$ cat src/rtl/tff_ctrl_pkg.sv
// Shared encodings and next-count arithmetic for the T-flip-flop counter.
package tff_ctrl_pkg;

    typedef enum logic [1:0] {
        ST_IDLE  = 2'b00,
        ST_RUN   = 2'b01,
        ST_PAUSE = 2'b10
    } state_e;

    // Out-of-range counts (only reachable by corruption) recover to 0.
    function automatic logic [31:0] next_count(
        input logic [31:0] cnt,
        input logic        up,
        input logic [31:0] m
    );
        if (cnt >= m)
            return 32'd0;
        if (up)
            return (cnt == m - 32'd1) ? 32'd0 : cnt + 32'd1;
        return (cnt == 32'd0) ? m - 32'd1 : cnt - 32'd1;
    endfunction

    function automatic logic is_wrap(
        input logic [31:0] cnt,
        input logic        up,
        input logic [31:0] m
    );
        if (cnt >= m)
            return 1'b1;
        if (up)
            return cnt == m - 32'd1;
        return cnt == 32'd0;
    endfunction

endpackage

$ cat src/rtl/tff_cell.sv
// One counter bit: a T flip-flop with asynchronous active-low reset.
module tff_cell (
    input  logic clk,
    input  logic rst_n,
    input  logic T,
    output logic Q
);

    logic q_q;
    logic q_d;

    always_comb begin
        q_d = q_q ^ T;
    end

    always_ff @(posedge clk or negedge rst_n) begin
        if (!rst_n)
            q_q <= 1'b0;
        else
            q_q <= q_d;
    end

    assign Q = q_q;

endmodule

$ cat src/rtl/tff_counter_ctrl.sv
// Run/pause/step controller sequencing a bank of T cells as a
// modulo-MOD up/down counter with prescaler and terminal-count pulse.
module tff_counter_ctrl
    import tff_ctrl_pkg::*;
#(
    parameter int WIDTH = 4,
    parameter int MOD   = 10,
    parameter int DIV   = 1
) (
    input  logic             clk,
    input  logic             rst_n,
    input  logic             start,
    input  logic             stop,
    input  logic             step,
    input  logic             clear,
    input  logic             load,
    input  logic [WIDTH-1:0] load_val,
    input  logic             up_dn,
    output logic [WIDTH-1:0] count,
    output logic [1:0]       state,
    output logic             running,
    output logic             tc
);

    localparam int PW = (DIV > 1) ? $clog2(DIV) : 1;
    localparam logic [PW-1:0]    PSC_MAX = PW'(DIV - 1);
    localparam logic [31:0]      MOD32   = 32'(MOD);
    localparam logic [WIDTH-1:0] TOP     = WIDTH'(MOD - 1);

    state_e           state_q, state_d;
    logic [PW-1:0]    psc_q, psc_d;
    logic             tc_q, tc_d;
    logic [WIDTH-1:0] cnt;
    logic [WIDTH-1:0] target;
    logic [WIDTH-1:0] nxt;
    logic             wrap;
    logic             adv;

    assign nxt  = WIDTH'(next_count(32'(cnt), up_dn, MOD32));
    assign wrap = is_wrap(32'(cnt), up_dn, MOD32);

    always_comb begin
        state_d = state_q;
        psc_d   = psc_q;
        target  = cnt;
        tc_d    = 1'b0;
        adv     = 1'b0;
        if (clear) begin
            state_d = ST_IDLE;
            psc_d   = '0;
            target  = '0;
        end else if (load) begin
            psc_d  = '0;
            target = (32'(load_val) >= MOD32) ? TOP : load_val;
        end else if (stop) begin
            // Stop freezes count and prescaler; IDLE/PAUSE are unaffected.
            if (state_q == ST_RUN)
                state_d = ST_PAUSE;
        end else if (start && state_q != ST_RUN) begin
            state_d = ST_RUN;
            psc_d   = '0;
        end else if (state_q == ST_RUN) begin
            if (psc_q == PSC_MAX) begin
                psc_d = '0;
                adv   = 1'b1;
            end else begin
                psc_d = psc_q + 1'b1;
            end
        end else if (step) begin
            adv = 1'b1;
        end
        if (adv) begin
            target = nxt;
            tc_d   = wrap;
        end
    end

    always_ff @(posedge clk or negedge rst_n) begin
        if (!rst_n) begin
            state_q <= ST_IDLE;
            psc_q   <= '0;
            tc_q    <= 1'b0;
        end else begin
            state_q <= state_d;
            psc_q   <= psc_d;
            tc_q    <= tc_d;
        end
    end

    for (genvar i = 0; i < WIDTH; i++) begin : g_cell
        tff_cell u_cell (
            .clk  (clk),
            .rst_n(rst_n),
            .T    (cnt[i] ^ target[i]),
            .Q    (cnt[i])
        );
    end

    assign count   = cnt;
    assign state   = state_q;
    assign running = (state_q == ST_RUN);
    assign tc      = tc_q;

endmodule

$ cat config.mk
export PLATFORM = sky130hd
export DESIGN_NAME = tff_counter_ctrl
export DESIGN_NICKNAME = d
export VERILOG_FILES = /design/src/rtl/tff_ctrl_pkg.sv /design/src/rtl/tff_cell.sv /design/src/rtl/tff_counter_ctrl.sv
export SDC_FILE = /design/constraint.sdc
export NUM_CORES = 1
export LEC_CHECK = 0
export BUFFER_PORTS_ARGS = -buffer_cell sky130_fd_sc_hd__buf_2
export CORE_AREA = 8 8 45 47
export CTS_CLUSTER_SIZE = 28
export DETAILED_ROUTE_END_ITERATION = 8
export DIE_AREA = 0 0 53 55
export PLACE_DENSITY = 0.78
export SLEW_MARGIN = 20
export SYNTH_ARGS = -nofsm -noshare
export SYNTH_HDL_FRONTEND = slang
export SYNTH_SLANG_ARGS = --single-unit
$ cat constraint.sdc
create_clock -name clk -period 2.65 [get_ports clk]
set_clock_uncertainty 0.2 [all_clocks]
set_input_delay 0.1325 -clock clk [delete_from_list [all_inputs] [get_ports clk]]
set_output_delay 0.1325 -clock clk [all_outputs]
set_load 0.01 [all_outputs]
==> flow_summary.json <==
{
  "drt-total-wl_mm": 1.56,
  "grt_pass1_wl_mm": 2.64,
  "relSlewSlack_pct": 75.2,
  "clk_path_buf_depth": 2,
  "crit_type": "flop to flop",
  "cp_slowest_stage_delay_ns": 0.45,
  "synth_cells": 75,
  "vias_per_cell": 5.86,
  "rr_worst_depth": 5,
  "status": "complete, no violations",
  "final_common_cell": "buf_2",
  "dieHeight_um": 55,
  "grt_antenna_before_repair": 0,
  "synth_nets": 91,
  "vdd_drop_max_uv": 170,
  "endpoint_kind": "flop",
  "startpoint_type": "flop",
  "final_cell_mix": "buf_2, dfrtp_1",
  "drc_errors": 0,
  "cap_violations": 0,
  "setup_tns_ns": 0,
  "syn2layout_area_growth_pct": 20.2,
  "clock-sinks": 7,
  "hold_class": "input port to asynchronous set/reset pin",
  "worst_path_max_delay_cell": "dfrtp_1",
  "final_area_sq_um": 761,
  "critPathTopFamily": "compound AO/OA/AOI/OAI gates",
  "root_buffer": "clkbuf_4",
  "clkLatencyLatePin_ns": 0.25,
  "htreeDepth": 1,
  "cts.clk_slew.worst_paths_ns": 0.06,
  "die-area_sq_um": 2920,
  "ys_seq_area_share_pct": 27.7,
  "cts_buffers": 3,
  "vias": 645,
  "seq_area_sq_um": 175,
  "nNetsFinal": 111,
  "synth_top_flop_cell": "dfrtp_1",
  "fin_crit_ns": 2.00,
  "ys_warn_count": 0,
  "io_pins": 20,
  "cellLeakagePower_uw": 0.000365,
  "path_cells": "inv_1 -> ha_1 -> and2_4 -> o41a_1 -> o41ai_2",
  "die_w_um": 53,
  "avgSynthCellArea_sq_um": 8.44,
  "ys_types": 34,
  "drive_gt1_share_pct": 28.7,
  "cp-startpoint": "g_cell[1].u_cell.Q",
  "netlist_area_sq_um": 633,
  "crit_buf_inv": 1,
  "rsz0062_at_grt": "false",
  "worst_slew_pin_slew_ns": 0.367,
  "fill_cells": 134,
  "dp_hpwl_mm": 1.18,
  "finalPower_uw": 308,
  "setup_viol": 0,
  "grt.overflow.total": 0,
  "timing.final.crit_share_pct": 75.5,
  "place_area_sq_um": 694,
  "r2r_end": "g_cell[3].u_cell.Q",
  "r2r_start": "g_cell[1].u_cell.Q",
  "drt-pass1-iter-count": 4,
  "synth-seq-cells": 7,
  "synth_edf_count": 0,
  "place_congestion": 0.799,
  "ys_async_sr_fraction_pct": 100,
  "cp_max_fo": 7,
  "globalRouteTotalUtil_pct": 11.6,
  "finalHoldViolCount": 0,
  "cts_resized": 0,
  "power_density_nw_per_um2": 405,
  "avgRoutedWirePerCell_um": 14.2,
  "cp.arrival_ns": 1.94,
  "grt_pass1_vias": 620,
  "io_buffers": 19,
  "num_rows": 14,
  "reg2reg_slack_ns": 0.65,
  "max_freq_mhz": 500,
  "core_area_sq_um": 1380,
  "antennaDiodeCount": 0,
  "drv_slew": 0,
  "ant_nets": 0,
  "grt_max_degree": 12,
  "initial_core_util_pct": 45.8,
  "required_ns": 2.58,
  "first_iter_violations": 17,
  "cts_tree": "done",
  "multi_input_area_sq_um": 389
}
==> routing by layer <==
layer / up-vias / part of all wire (%) / routed length [um] / GRT usage [%]
li1: 310 / - / - / -
met1: 307 / 45 / 695 / 13.4
met2: 24 / 47 / 738 / 20.5
met3: 4 / 6.3 / 98 / 2.14
met4: 0 / 1.6 / 25 / 5.17
met5: - / 0 / 0 / 0
==> stage by stage <==
stage | util (%) | hold slack, ns | instances | setup WS, ns
2_1_floorplan | - | -0.363 | 75 | 0.874
3_3_place_gp | 50.2 | -0.232 | 102 | 0.711
5_1_grt | 55.0 | 0.0453 | 110 | 0.529
4_1_cts | 55.0 | 0.0387 | 110 | 0.651
3_5_place_dp | 50.2 | -0.227 | 102 | 0.672
6_report | 55.0 | 0.0345 | 110 | 0.649
==> report_power, final <==
group | internal, uW | switching [uW] | total, uW | leakage [uW]
clock network | 57.5 | 40.4 | 97.9 | 0.0000150
logic | 41.0 | 44.3 | 85.3 | 0.000256
registers | 113 | 12.1 | 125 | 0.0000945
==> cells in the mapped netlist (2+ instances only) <==
cell      n  area (sq um)
buf_4     4          30.0
nand2_1   5          18.8
inv_1     4          15.0
nand2b_1  2          12.5
dfrtp_1   7           175
nand3b_1  2          15.0
nor2b_1   5          31.3
nor2_1    5          18.8
clkbuf_1  2          7.51
nor3_1    2          10.0
ha_1      4          50.1
o21ai_0   5          25.0
a21oi_1   5          25.0
o22ai_1   2          12.5
a211oi_1  2          15.0
==> layout make-up <==
type	count	area share, %
flip-flops and latches	7	23.0
clock buffers	4	3.45
well taps	16	2.63
multi-input cells	56	51.2
repair buffers	23	17.8
inverters	4	1.97
==> what timing repair did <==
item	4_1_cts	5_1_grt
hold buffers	4	0
endpoints found under the hold margin	11	0
setup buffers	0	0
==> sequential cells by signal, summed over array words and instances (netlist names) <==
name,flops
state,2
g_cell.u_cell.Q,4
tc,1
==> logic make-up (layout without fill, tap and decap cells) <==
kind of cell               after synthesis  after routing  synth area share (%)
muxes                                    1              1                  1.58
DFF                                      7              7                  27.7
and+or+nand+nor                         23             23                  19.6
buffers and inverters                   12             31                  10.9
adders and majority gates                4              4                  7.91
AOI/OAI and AO/OA                       27             27                  31.0
xor gates and xnor gates                 1              1                  1.38
==> worst max-delay path by stage <==
stage                               to  cells past startpoint
finish              g_cell[3].u_cell.Q                      5
global route        g_cell[3].u_cell.Q                      5
CTS                 g_cell[3].u_cell.Q                      5
detailed placement  g_cell[3].u_cell.Q                      5
global placement    g_cell[3].u_cell.Q                      5
floorplan           g_cell[3].u_cell.Q                      5
Power figures use the tool's default switching activity.
